$ cat config.mk
export PLATFORM = sky130hd
export DESIGN_NAME = nibble_serial_add_seq
export DESIGN_NICKNAME = d
export VERILOG_FILES = /design/src/rtl/nibble_serial_add_seq.sv
export SDC_FILE = /design/constraint.sdc
export NUM_CORES = 1
export LEC_CHECK = 0
export ABC_AREA = 1
export BUFFER_PORTS_ARGS = -buffer_cell sky130_fd_sc_hd__buf_2
export CAP_MARGIN = 20
export CORE_UTILIZATION = 47
export DETAILED_ROUTE_END_ITERATION = 10
export PLACE_DENSITY_LB_ADDON = 0.3
export SYNTH_ARGS = -nofsm -noshare
export SYNTH_HDL_FRONTEND = slang
export SYNTH_SLANG_ARGS = --single-unit
$ cat constraint.sdc
create_clock -name clk -period 1.84 [get_ports clk]
set_input_delay 0.552 -clock clk [delete_from_list [all_inputs] [get_ports clk]]
set_output_delay 0.552 -clock clk [all_outputs]
set_load 0.005 [all_outputs]
$ cat src/rtl/nibble_serial_add_seq.sv
// rtl/nibble_serial_add_seq.sv - drives one external 4-bit adder stage nibble by nibble to add NIBBLES*4-bit operands
// Optional subtract mode (sub port) enabled by defining ADD_SEQ_SUB_EN.
module nibble_serial_add_seq #(
  parameter int NIBBLES = 4
) (
  input  logic                   clk,
  input  logic                   reset,
  input  logic                   in_valid,
  output logic                   in_ready,
  input  logic [4*NIBBLES-1:0]   in_a,
  input  logic [4*NIBBLES-1:0]   in_b,
  input  logic                   in_cin,
`ifdef ADD_SEQ_SUB_EN
  input  logic                   sub,
`endif
  output logic [3:0]             add_a,
  output logic [3:0]             add_b,
  output logic                   add_cin,
  input  logic [3:0]             add_sum,
  input  logic                   add_cout,
  output logic                   out_valid,
  input  logic                   out_ready,
  output logic [4*NIBBLES-1:0]   out_sum,
  output logic                   out_cout,
  output logic                   out_ovf
);

  localparam int W  = 4 * NIBBLES;
  localparam int IW = $clog2(NIBBLES + 1);

  localparam logic [1:0] ST_IDLE = 2'd0;
  localparam logic [1:0] ST_RUN  = 2'd1;
  localparam logic [1:0] ST_DONE = 2'd2;

  logic [1:0]    state;
  logic [IW-1:0] idx;
  logic          carry_q;
  logic [W-1:0]  a_q;
  logic [W-1:0]  b_q;
  logic [W-1:0]  result_q;
  logic          cout_q;
  logic          ovf_q;

  logic [W-1:0]  a_sh;
  logic [W-1:0]  b_sh;
  logic          last_nibble;
  logic [W-1:0]  b_load;
  logic          cin_load;

  assign in_ready    = (state == ST_IDLE);
  assign out_valid   = (state == ST_DONE);
  assign out_sum     = result_q;
  assign out_cout    = cout_q;
  assign out_ovf     = ovf_q;
  assign last_nibble = (idx == IW'(NIBBLES - 1));

`ifdef ADD_SEQ_SUB_EN
  // Subtraction is A + ~B + 1; the inverted B also feeds the overflow test.
  assign b_load   = sub ? ~in_b : in_b;
  assign cin_load = sub ? 1'b1 : in_cin;
`else
  assign b_load   = in_b;
  assign cin_load = in_cin;
`endif

  always_comb begin
    a_sh    = a_q >> {idx, 2'b00};
    b_sh    = b_q >> {idx, 2'b00};
    add_a   = 4'd0;
    add_b   = 4'd0;
    add_cin = 1'b0;
    if (state == ST_RUN) begin
      add_a   = a_sh[3:0];
      add_b   = b_sh[3:0];
      add_cin = carry_q;
    end
  end

  always_ff @(posedge clk or posedge reset) begin
    if (reset) begin
      state    <= ST_IDLE;
      idx      <= '0;
      carry_q  <= 1'b0;
      a_q      <= '0;
      b_q      <= '0;
      result_q <= '0;
      cout_q   <= 1'b0;
      ovf_q    <= 1'b0;
    end else begin
      case (state)
        ST_IDLE: begin
          if (in_valid) begin
            a_q     <= in_a;
            b_q     <= b_load;
            carry_q <= cin_load;
            idx     <= '0;
            state   <= ST_RUN;
          end
        end
        ST_RUN: begin
          result_q[{idx, 2'b00} +: 4] <= add_sum;
          carry_q                     <= add_cout;
          if (last_nibble) begin
            cout_q <= add_cout;
            ovf_q  <= (a_q[W-1] == b_q[W-1]) && (add_sum[3] != a_q[W-1]);
            idx    <= '0;
            state  <= ST_DONE;
          end else begin
            idx <= idx + 1'b1;
          end
        end
        ST_DONE: begin
          if (out_ready) begin
            state <= ST_IDLE;
          end
        end
        default: state <= ST_IDLE;
      endcase
    end
  end

endmodule

==> impl_metrics.py <==
metrics = {
    "run_status": {
        "status": "finished, violations left",
        "violations": "setup timing",
    },
    "logic_synthesis": {
        "syn-cell-area_um2": 2690,
        "synth.avg_cell_area_um2": 7.67,
        "yosysUniqueCellTypes": 19,
        "synth-warning-count": 0,
        "synth_nets": 398,
        "synth_seq_cells": 56,
        "synth_top_area_frac": 0.521,
        "ys_seq_area_frac": 0.521,
        "synth_area_leader_cell": "dfrtp_1",
        "syn_inst": 351,
        "ys_top_cells_by_area": "dfrtp_1 (52%), nand2_1 (19%), inv_1 (5.7%)",
    },
    "timing": {
        "tightest_slew_ns": 0.472,
        "max_freq_mhz": 521,
        "setup_viol": 8,
        "finalSetupTns_ns": -0.529,
        "final-hold-violation-count": 0,
        "min_period_ns": 1.92,
        "rsz0062_at_grt": "true",
        "fin_skew_ns": 0.00394,
        "slew_violations": 0,
        "setup_ws_ns": -0.0809,
        "slew-limit-headroom": 0.682,
        "period_share": 1.04,
    },
    "floorplanning": {
        "dieArea_um2": 6030,
        "rows": 27,
        "initial_utilization": 0.489,
        "num_io_pins": 71,
        "die_x_um": 77.7,
        "die_height_um": 77.7,
        "core_area_um2": 5510,
    },
    "power_and_ir_drop": {
        "p_comb_frac": 0.479,
        "vdd_ir_drop_max_mv": 0.748,
        "sequentialPowerShare": 0.366,
        "p_int_uw": 3360,
        "p_switching_uw": 2230,
        "clockPowerShare": 0.155,
        "leakage_uw": 0.00189,
        "pwr_density_cell_nw_per_um2": 1640,
        "p_sw_frac": 0.400,
    },
    "grt": {
        "grt_max_degree": 35,
        "antenna_found_initial": 0,
        "track_usage": 0.218,
        "grt_pass1_wl_um": 10300,
        "grt_overflow": 0,
        "grt_pass1_vias": 2285,
    },
    "setup_path": {
        "cpPeakStageDelay_ns": 0.44,
        "slowest_stage": "dfrtp_2",
        "cp.required_ns": 1.29,
        "cp_max_fo": 9,
        "path_class": "reg2out",
        "endpoint_kind": "output port",
        "cp_cell_sequence": "clkinv_2 -> buf_6 -> nand2_2 -> nand3_2 -> a21oi_2 -> buf_2",
        "cp_top_family": "flip-flops",
        "worstPathArrival_ns": 1.37,
        "worstSetupStartpoint": "idx[0]",
        "r2r-start": "idx[0]",
        "start_kind": "register",
        "cp.buffers_inverters": 3,
    },
    "clock_network": {
        "clockBufferDepth": 2,
        "cts_tree": "built",
        "worstSkewPairLatency_ns": 0.30,
        "path_clk_slew_ns": 0.10,
        "cts_buffers": 5,
        "htree_levels": 2,
        "cts.sinks": 56,
        "cts_root_buf": "clkbuf_8",
    },
    "final_layout": {
        "drive_gt1_frac": 0.268,
        "areaGrowthSynthToFinish_pct": 26.7,
        "postLayoutCoreUtil": 0.619,
        "layout.nets": 482,
        "antenna_cells": 0,
    },
    "run": {
        "max_cap_viol_count": 0,
    },
    "route": {
        "drtIter0Drc": 173,
        "drc": 0,
        "via_per_inst": 4.76,
        "vias": 2417,
        "antenna_left": 0,
        "wire_per_inst_um": 11.9,
        "routed_wl_um": 6050,
        "drt_first_pass_iters": 5,
    },
    "worst_hold_path": {
        "hold_path.class": "in2async",
    },
    "placement": {
        "preCtsSetupSlack_ns": 0.0367,
        "dpl.hpwl_um": 4430,
        "routabilityCongestion": 0.847,
        "portBuffers": 70,
    },
}
cell usage in the layout, fill, tap and decap left out, types with 2 or more instances in the layout:
cell / synthesis / final
a21oi_1: 9 / 8
buf_12: 0 / 2
buf_2: 5 / 70
buf_4: 0 / 15
clkbuf_8: 0 / 7
dfrtp_1: 56 / 55
ha_1: 5 / 5
inv_1: 41 / 39
inv_2: 2 / 3
nand2_1: 139 / 136
nand2_2: 1 / 3
nand3_1: 23 / 22
nor2_1: 27 / 22
nor2_2: 2 / 4
nor2_4: 0 / 3
o21ai_0: 26 / 26
o21ai_1: 4 / 4
power groups by stage:
stage / logic (µW) / clock network, µW / registers (µW)
floorplan: 1630 / 0 / 2030
global placement: 2430 / 0 / 2030
finish: 2670 / 869 / 2050
CTS: 2610 / 887 / 2040
global route: 3060 / 938 / 2110
detailed placement: 2470 / 0 / 2060
stage by stage:
step	power [µW]	cells	hold slack, ns	cell area [µm²]
finish	5590	508	0.192	3410
global route	6110	508	0.214	3410
CTS	5540	507	0.197	3370
detailed placement	4530	497	0.458	3190
global placement	4460	497	0.457	3190
floorplan	3660	351	0.450	2700
cells in the mapped netlist:
| library cell | n |
|---|---|
| nand2_1 | 139 |
| dfrtp_1 | 56 |
| inv_1 | 41 |
| nor2_1 | 27 |
| o21ai_0 | 26 |
| nand3_1 | 23 |
| a21oi_1 | 9 |
| buf_2 | 5 |
| ha_1 | 5 |
| buf_6 | 4 |
| o21ai_1 | 4 |
| clkbuf_1 | 3 |
| inv_2 | 2 |
| nor2_2 | 2 |
| clkinv_1 | 1 |
| nand2_2 | 1 |
| nand4_1 | 1 |
| nor3_4 | 1 |
| o22ai_1 | 1 |
path summary, 6_finish.rpt:
path                               endpoint  slack [ns]  cells past startpoint
worst max register to register   out_sum[3]           0                     10
worst min register to register   out_sum[2]        0.47                      2
max in group asynchronous           a_q[10]        1.20                      3
min in group clk                   state[1]        0.43                      2
worst min-delay path            out_sum[10]        0.19                      2
worst max-delay path               add_a[1]       -0.08                      6
cells by family (layout without fill, tap and decap cells):
group	after synthesis	after routing	synth area share
DFF	56	56	0.521
buffers and inverters	56	141	0.0916
and+or+nand+nor	194	194	0.290
AOI/OAI and AO/OA	40	40	0.0748
adders and majority gates	5	5	0.0232
layout make-up:
class	instances	area [µm²]
clock inverters	1	30.0
flip-flops and latches	56	1400
well taps	72	90.1
repair buffers	89	529
inverters	44	170
clock buffers	7	96.3
multi-input cells	239	1090
fillers	499	2100
registers in the layout, indices dropped and copies added (netlist names):
signal	flops
out_sum	16
carry_q	1
out_cout	1
idx	3
b_q	16
a_q	16
out_ovf	1
state	2
metal layers:
| metal | up-vias | part of all wire | global-route usage |
|---|---|---|---|
| li1 | 1243 | - | - |
| met1 | 1108 | 0.48 | 0.294 |
| met2 | 61 | 0.46 | 0.371 |
| met3 | 5 | 0.045 | 0.0365 |
| met4 | 0 | 0.0071 | 0.0415 |
| met5 | - | 0 | 0 |
what timing repair did:
item,CTS,global route
setup endpoints to repair,8,25
pin swaps,1,2
hold buffers,0,0
setup buffers,2,1
resized for setup,13,9
cloned,0,0
endpoints found under the hold margin,0,0
No activity file was read; power rests on OpenSTA's default activity.
